===== src/rtl/div_32_seq.sv =====
// div_32_seq: sequential unsigned 32-bit restoring divider.
// Produces one quotient bit per clock. A START pulse accepted in IDLE kicks
// off 32 iterations in RUN, then a single FIN cycle pulses DONE with Q/R valid.
// A zero divisor skips RUN entirely and reports DIV0 with Q=all-ones, R=A.
module div_32_seq (
    input  logic        CLK,
    input  logic        RST,
    input  logic        START,
    input  logic [31:0] A,
    input  logic [31:0] B,
    output logic [31:0] Q,
    output logic [31:0] R,
    output logic        BUSY,
    output logic        DONE,
    output logic        DIV0
);

    typedef enum logic [1:0] {
        IDLE = 2'd0,
        RUN  = 2'd1,
        FIN  = 2'd2
    } state_t;

    state_t      state;
    state_t      next_state;

    // The partial remainder is always below the divisor after a restoring
    // step, so its 33rd bit is zero and only the low 32 bits are stored.
    logic [31:0] qreg;
    logic [31:0] rem;
    logic [31:0] divisor;
    logic [5:0]  count;
    logic        div0_r;
    logic        busy_r;
    logic        done_r;

    logic [32:0] rem_shift;
    logic [32:0] trial;

    // Shift in the next dividend bit and try subtracting the divisor.
    always_comb begin
        rem_shift = {rem, qreg[31]};
        trial     = rem_shift - {1'b0, divisor};
    end

    // Next-state logic: IDLE waits for START, RUN counts 32 steps, FIN lasts one cycle.
    always_comb begin
        next_state = state;
        case (state)
            IDLE: begin
                if (START) begin
                    next_state = (B == 32'd0) ? FIN : RUN;
                end
            end
            RUN: begin
                if (count == 6'd31) begin
                    next_state = FIN;
                end
            end
            FIN: begin
                next_state = IDLE;
            end
            default: begin
                next_state = IDLE;
            end
        endcase
    end

    // State register.
    always_ff @(posedge CLK or negedge RST) begin
        if (!RST) begin
            state <= IDLE;
        end else begin
            state <= next_state;
        end
    end

    // Status flags are registered from the next state so BUSY/DONE come straight off flops.
    always_ff @(posedge CLK or negedge RST) begin
        if (!RST) begin
            busy_r <= 1'b0;
            done_r <= 1'b0;
        end else begin
            busy_r <= (next_state == RUN);
            done_r <= (next_state == FIN);
        end
    end

    // Datapath: operand capture on accepted START, one restoring step per RUN cycle.
    always_ff @(posedge CLK or negedge RST) begin
        if (!RST) begin
            qreg    <= 32'd0;
            rem     <= 32'd0;
            divisor <= 32'd0;
            count   <= 6'd0;
            div0_r  <= 1'b0;
        end else begin
            case (state)
                IDLE: begin
                    if (START) begin
                        count <= 6'd0;
                        if (B == 32'd0) begin
                            qreg   <= 32'hFFFF_FFFF;
                            rem    <= A;
                            div0_r <= 1'b1;
                        end else begin
                            qreg    <= A;
                            divisor <= B;
                            rem     <= 32'd0;
                            div0_r  <= 1'b0;
                        end
                    end
                end
                RUN: begin
                    if (!trial[32]) begin
                        rem  <= trial[31:0];
                        qreg <= {qreg[30:0], 1'b1};
                    end else begin
                        rem  <= rem_shift[31:0];
                        qreg <= {qreg[30:0], 1'b0};
                    end
                    count <= count + 6'd1;
                end
                default: begin
                end
            endcase
        end
    end

    assign Q    = qreg;
    assign R    = rem;
    assign BUSY = busy_r;
    assign DONE = done_r;
    assign DIV0 = div0_r;

endmodule


===== config.mk =====
export PLATFORM = sky130hd
export DESIGN_NAME = div_32_seq
export DESIGN_NICKNAME = d
export VERILOG_FILES = /design/src/rtl/div_32_seq.sv
export SDC_FILE = /design/constraint.sdc
export NUM_CORES = 1
export LEC_CHECK = 0
export CORE_ASPECT_RATIO = 1.75
export CORE_MARGIN = 2
export CORE_UTILIZATION = 33
export DETAILED_ROUTE_END_ITERATION = 8
export PLACE_DENSITY = 0.62
export SYNTH_ARGS = -nofsm -noshare
export SYNTH_HDL_FRONTEND = slang
export SYNTH_SLANG_ARGS = --single-unit

===== constraint.sdc =====
create_clock -name CLK -period 6.8 [get_ports CLK]
set_input_delay 1.36 -clock CLK [delete_from_list [all_inputs] [get_ports CLK]]
set_output_delay 1.36 -clock CLK [all_outputs]
set_load 0.01 [all_outputs]

# [Word level (Yosys, flattened, before mapping)]
# Index checks and enable logic that the tools add are counted.
[totals] register_bits=107 elab_cells=37 input_bits=67
[op_classes] reduce_logical=6 eq_ne=5 n_bitwise=1 addsub=2 mux=15
[ops] operator="two-way mux 32 bit" n=5
[ops] operator="one-hot mux 32 bit (2 select lines)" n=2
[ops] operator="subtractor 33 x 32 -> 33 bit" n=1
[ops] operator="zero test 32 bit" n=1
[ops] operator="one-hot mux 6 bit (2 select lines)" n=1
[ops] operator="adder 6 x 1 -> 6 bit (second input constant)" n=1
[ops] operator="equality test 6 x 5 -> 1 bit (second input constant)" n=1
[ops] operator="two-way mux 2 bit" n=3
[ops] operator="two-way mux 6 bit" n=1
[ops] operator="equality test 2 x 1 -> 1 bit (second input constant)" n=2
[ops] operator="one-hot mux 2 bit (2 select lines)" n=1
[ops] operator="AND reduction 2 bit" n=2
[ops] operator="AND reduction 3 bit" n=1
[ops] operator="equality test 2 bit (second input constant)" n=1
[ops] operator="zero test 2 bit" n=1
[ops] operator="two-way mux 1 bit" n=2
[ops] operator="!= test 2 bit (second input constant)" n=1
[ops] operator="nonzero test 2 bit" n=1
[ops] operator="inverter 1 bit" n=1

# [Depth between registers and ports, before layout]
[logic_depth] depth_word=5 depth_mapped=14

# [Worst setup path after synthesis]
# OpenSTA, ideal clock, no wires.
[synth_timing] path_type="input to register" start="input B[1]" end="register divisor[10]" slack_ps=3318 n_path_buf=2 arrival_ps=3357 stages=7 path_cell_list="nor4_1 nand2_1 nor3_1 nand2b_1 clkbuf_1 clkbuf_1 mux2_2"
[synth_via] elab_chain_cells=3
[synth_lines] item="from (decl)" line="10" source="input logic [31:0] B,"
[synth_lines] item="zero test 32 bit" line="102" source="if (B == 32'd0) begin"
[synth_lines] item="inverter 1 bit (no source line)"
[synth_lines] item="AND reduction 3 bit (no source line)"
[synth_lines] item="to (signal assigned)" line="94" source="divisor <= 32'd0;"
[synth_lines] item="to (signal assigned)" line="108" source="divisor <= B;"
[synth_lines] item="to (decl)" line="31" source="logic [31:0] divisor;"
# No other way between the ends.
# A chain may end at the register's enable or synchronous reset.

# [Worst setup path in the final report]
[layout_timing] start="register qreg[31] (netlist: Q[31])" end="register rem[17] (netlist: R[17])"
[layout_via] elab_chain_cells=3
[layout_lines] item="from (decl)" line="29" source="logic [31:0] qreg;"
[layout_lines] item="from (signal assigned)" line="117" source="qreg <= {qreg[30:0], 1'b1};"
[layout_lines] item="from (signal assigned)" line="120" source="qreg <= {qreg[30:0], 1'b0};"
[layout_lines] item="subtractor 33 x 32 -> 33 bit" line="43" source="trial = rem_shift - {1'b0, divisor};"
[layout_lines] item="two-way mux 32 bit" line="115" source="if (!trial[32]) begin"
[layout_lines] item="one-hot mux 32 bit (2 select lines)" line="98" source="case (state)"
[layout_lines] item="to (signal assigned)" line="116" source="rem <= trial[31:0];"
[layout_lines] item="to (signal assigned)" line="119" source="rem <= rem_shift[31:0];"
[layout_lines] item="to (decl)" line="30" source="logic [31:0] rem;"
# No other way between the ends.

==> flow_summary.json <==
{
  "status": "finished, final reports clean",
  "cts.sinks": 107,
  "fin_cells": 1072,
  "max_freq_mhz": 234,
  "synth_fp_nets": 813,
  "start_util_pct": 33.8,
  "die_w_um": 110,
  "crit_fanout": 14,
  "finalMaxSlewViolations": 0,
  "dr.pass1.iters": 5,
  "hold_buffers": 0,
  "clock_latency_ns": 0.36,
  "fin_skew_ns": 0.0171,
  "synth.distinct_cells": 56,
  "numCtsBuffers": 9,
  "end_kind": "register",
  "yosysWarnings": 0,
  "syn2layout_area_growth_pct": 28.5,
  "synth_edf_count": 0,
  "drive_gt1_share_pct": 9.04,
  "grt_pass1_vias": 5898,
  "r2r_slack_ns": 2.53,
  "multi_input_area_mm2": 0.00354,
  "worst-setup-path-type": "register to register",
  "power.density_mw_per_mm2": 630,
  "first_iter_violations": 264,
  "synthCells": 712,
  "tritoncts": "yes",
  "final_common_cell": "clkdlybuf4s50_1",
  "max_slew_margin_pct": 26.3,
  "synthTopCellsByArea": "dfrtp_1, ha_1, mux2_2",
  "routed_wl_um": 20600,
  "seqPwrFrac_pct": 24.8,
  "gr-usage-met1_pct": 21.9,
  "final_cell_mix": "clkdlybuf4s50_1, dfrtp_1, nor2_1",
  "grt.overflow.total": 0,
  "post-route-min-period_ns": 4.27,
  "met3_usage_pct": 1.93,
  "syn_area_mm2": 0.00649,
  "cts_buffer_depth": 2,
  "setup_viol": 0,
  "wl_per_cell_um": 19.3,
  "grtUsageTotal_pct": 20.1,
  "power_leakage_nw": 3.58,
  "gp_congestion": 0.864,
  "via_per_inst": 5.47,
  "power_frac_comb_pct": 65.3,
  "place_inst": 1056,
  "power.total_mw": 5.25,
  "avgSynthCellArea_um2": 9.11,
  "post_cts_resized": 0,
  "ys_seq_elements": 107,
  "min_period_over_period_pct": 62.8,
  "via_count": 5865,
  "pin_count": 134,
  "io_buffers": 133,
  "clkPwrFrac_pct": 9.9,
  "clk_transition_reported_paths_ns": 0.08,
  "remaining_drc_errors": 0,
  "synth_largest_area_cell": "dfrtp_1",
  "chipHeight_um": 189,
  "ant_nets": 0,
  "met2_usage_pct": 36.6,
  "htreeDepth": 3,
  "grt_busiest_layer": "met2",
  "nets": 927,
  "fin_tns_setup_ns": 0,
  "cp-start-kind": "register",
  "sw_frac_of_total_pct": 45.2,
  "nFillCells": 1948,
  "cell_internal_pwr_mw": 2.88,
  "ys_seq_area_share_pct": 41.3,
  "synth_top_area_share_pct": 41.3,
  "grt_max_degree": 68,
  "final-seq-area_mm2": 0.00268,
  "grt_pass1_wl_um": 31700,
  "async_reset_ff_share_pct": 100,
  "cts-root-buf": "clkbuf_16",
  "rsz0062_at_grt": "false",
  "hold_path_class": "register to register",
  "synth_top_flop_cell": "dfrtp_1",
  "antenna_found_initial": 1,
  "hold_viol": 0,
  "worst_pin_slew_ns": 1.10,
  "die-area_mm2": 0.0208,
  "cp.arrival_ns": 4.50,
  "cp.required_ns": 7.03,
  "core_area_mm2": 0.0192,
  "p_switching_mw": 2.37,
  "cts_setup_buffers": 0,
  "drv_cap": 0,
  "peakVddDrop_v": 0.000386,
  "rows": 67,
  "hpwl_um": 15700
}
## sequential cells by signal, summed over array words and instances (netlist names)
register	count
BUSY	1
DIV0	1
DONE	1
Q	32
R	32
count	6
divisor	32
state	2
## power by group through the flow
stage	clock network, mW	logic (mW)	registers, mW
CTS	0.533	3.45	1.31
detailed placement	0	3.43	1.32
finish	0.521	3.43	1.30
global route	0.557	3.80	1.34
floorplan	0	2.37	1.30
global placement	0	3.39	1.32
## path summary, 6_finish.rpt
kind                               endpoint  startpoint  depth (start not counted)
worst max-delay path                  R[17]       Q[31]                         13
worst min-delay path               count[5]    count[5]                          1
worst max register to register        R[17]       Q[31]                         13
worst min register to register     count[5]    count[5]                          1
max in group asynchronous             R[13]         RST                          2
min in group asynchronous       divisor[25]         RST                          1
## area by class of cell
cell class / count / share of cell area [%]
antenna: 1 / 0.0300
clock inverter: 6 / 0.735
multi-input combinational: 531 / 42.5
tap: 241 / 3.62
clock buffer: 9 / 2.70
timing repair buffer: 142 / 16.7
sequential: 107 / 32.1
inverter: 35 / 1.58
## metrics by stage
stage / setup slack, ns / util (%) / instance area (µm²) / hold slack (ns)
CTS: 2.46 / 43.4 / 8340 / 0.480
global route: 2.28 / 43.4 / 8340 / 0.494
global placement: 2.19 / 41.9 / 8050 / 0.463
finish: 2.53 / 43.4 / 8340 / 0.474
detailed placement: 2.09 / 41.9 / 8050 / 0.467
floorplan: 3.32 / - / 6490 / 0.433
## logic make-up (layout without fill, tap and decap cells)
group / count (synthesis) / in the layout / synth area share, %
and+or+nand+nor: 209 / 209 / 14.4
DFF: 107 / 107 / 41.3
adders and majority gates: 34 / 34 / 6.67
AOI/OAI and AO/OA: 214 / 214 / 21.3
xor gates and xnor gates: 31 / 31 / 4.42
muxes: 43 / 43 / 7.39
other: 0 / 1 / 0
buffers and inverters: 74 / 192 / 4.53
## critical path, cell delays in order, from the launching register on
cell and delay (ns):
dfrtp_1 0.52, inv_1 0.08, ha_1 0.23, fa_1 0.39
nor2b_1 0.21, o31a_1 0.19, o22a_1 0.21, a41o_1 0.34
a41o_4 0.31, a31oi_4 0.12, xnor2_2 0.70, mux2_1 0.41
a221oi_1 0.34, nor2_1 0.07
## synthesized netlist by cell type (all sizes together), types with 2 or more instances
cell type,number
xor2,17
a41o,2
mux2i,4
ha,33
clkbuf,31
or2,2
o21ai,36
mux2,39
o31a,2
o211a,2
a31oi,18
a22oi,5
nand4,4
inv,35
a21boi,3
a32oi,2
and3,9
nor3,20
o31ai,16
nand3,9
a211oi,3
a22o,3
a21o,16
o21bai,4
o22ai,22
a31o,2
o211ai,6
dfrtp,107
xnor2,14
nand2b,6
nor2,90
buf,8
nor2b,6
a21oi,58
nand2,45
o21a,6
a221oi,3
and2,7
nor4,9
## metal layers
layer,vias up,part of all wire (%)
met3,53,3.7
li1,2785,-
met4,0,5.1
met2,168,55
met1,2859,36
met5,-,0
Note: power is estimated with default switching activity, not from simulation.
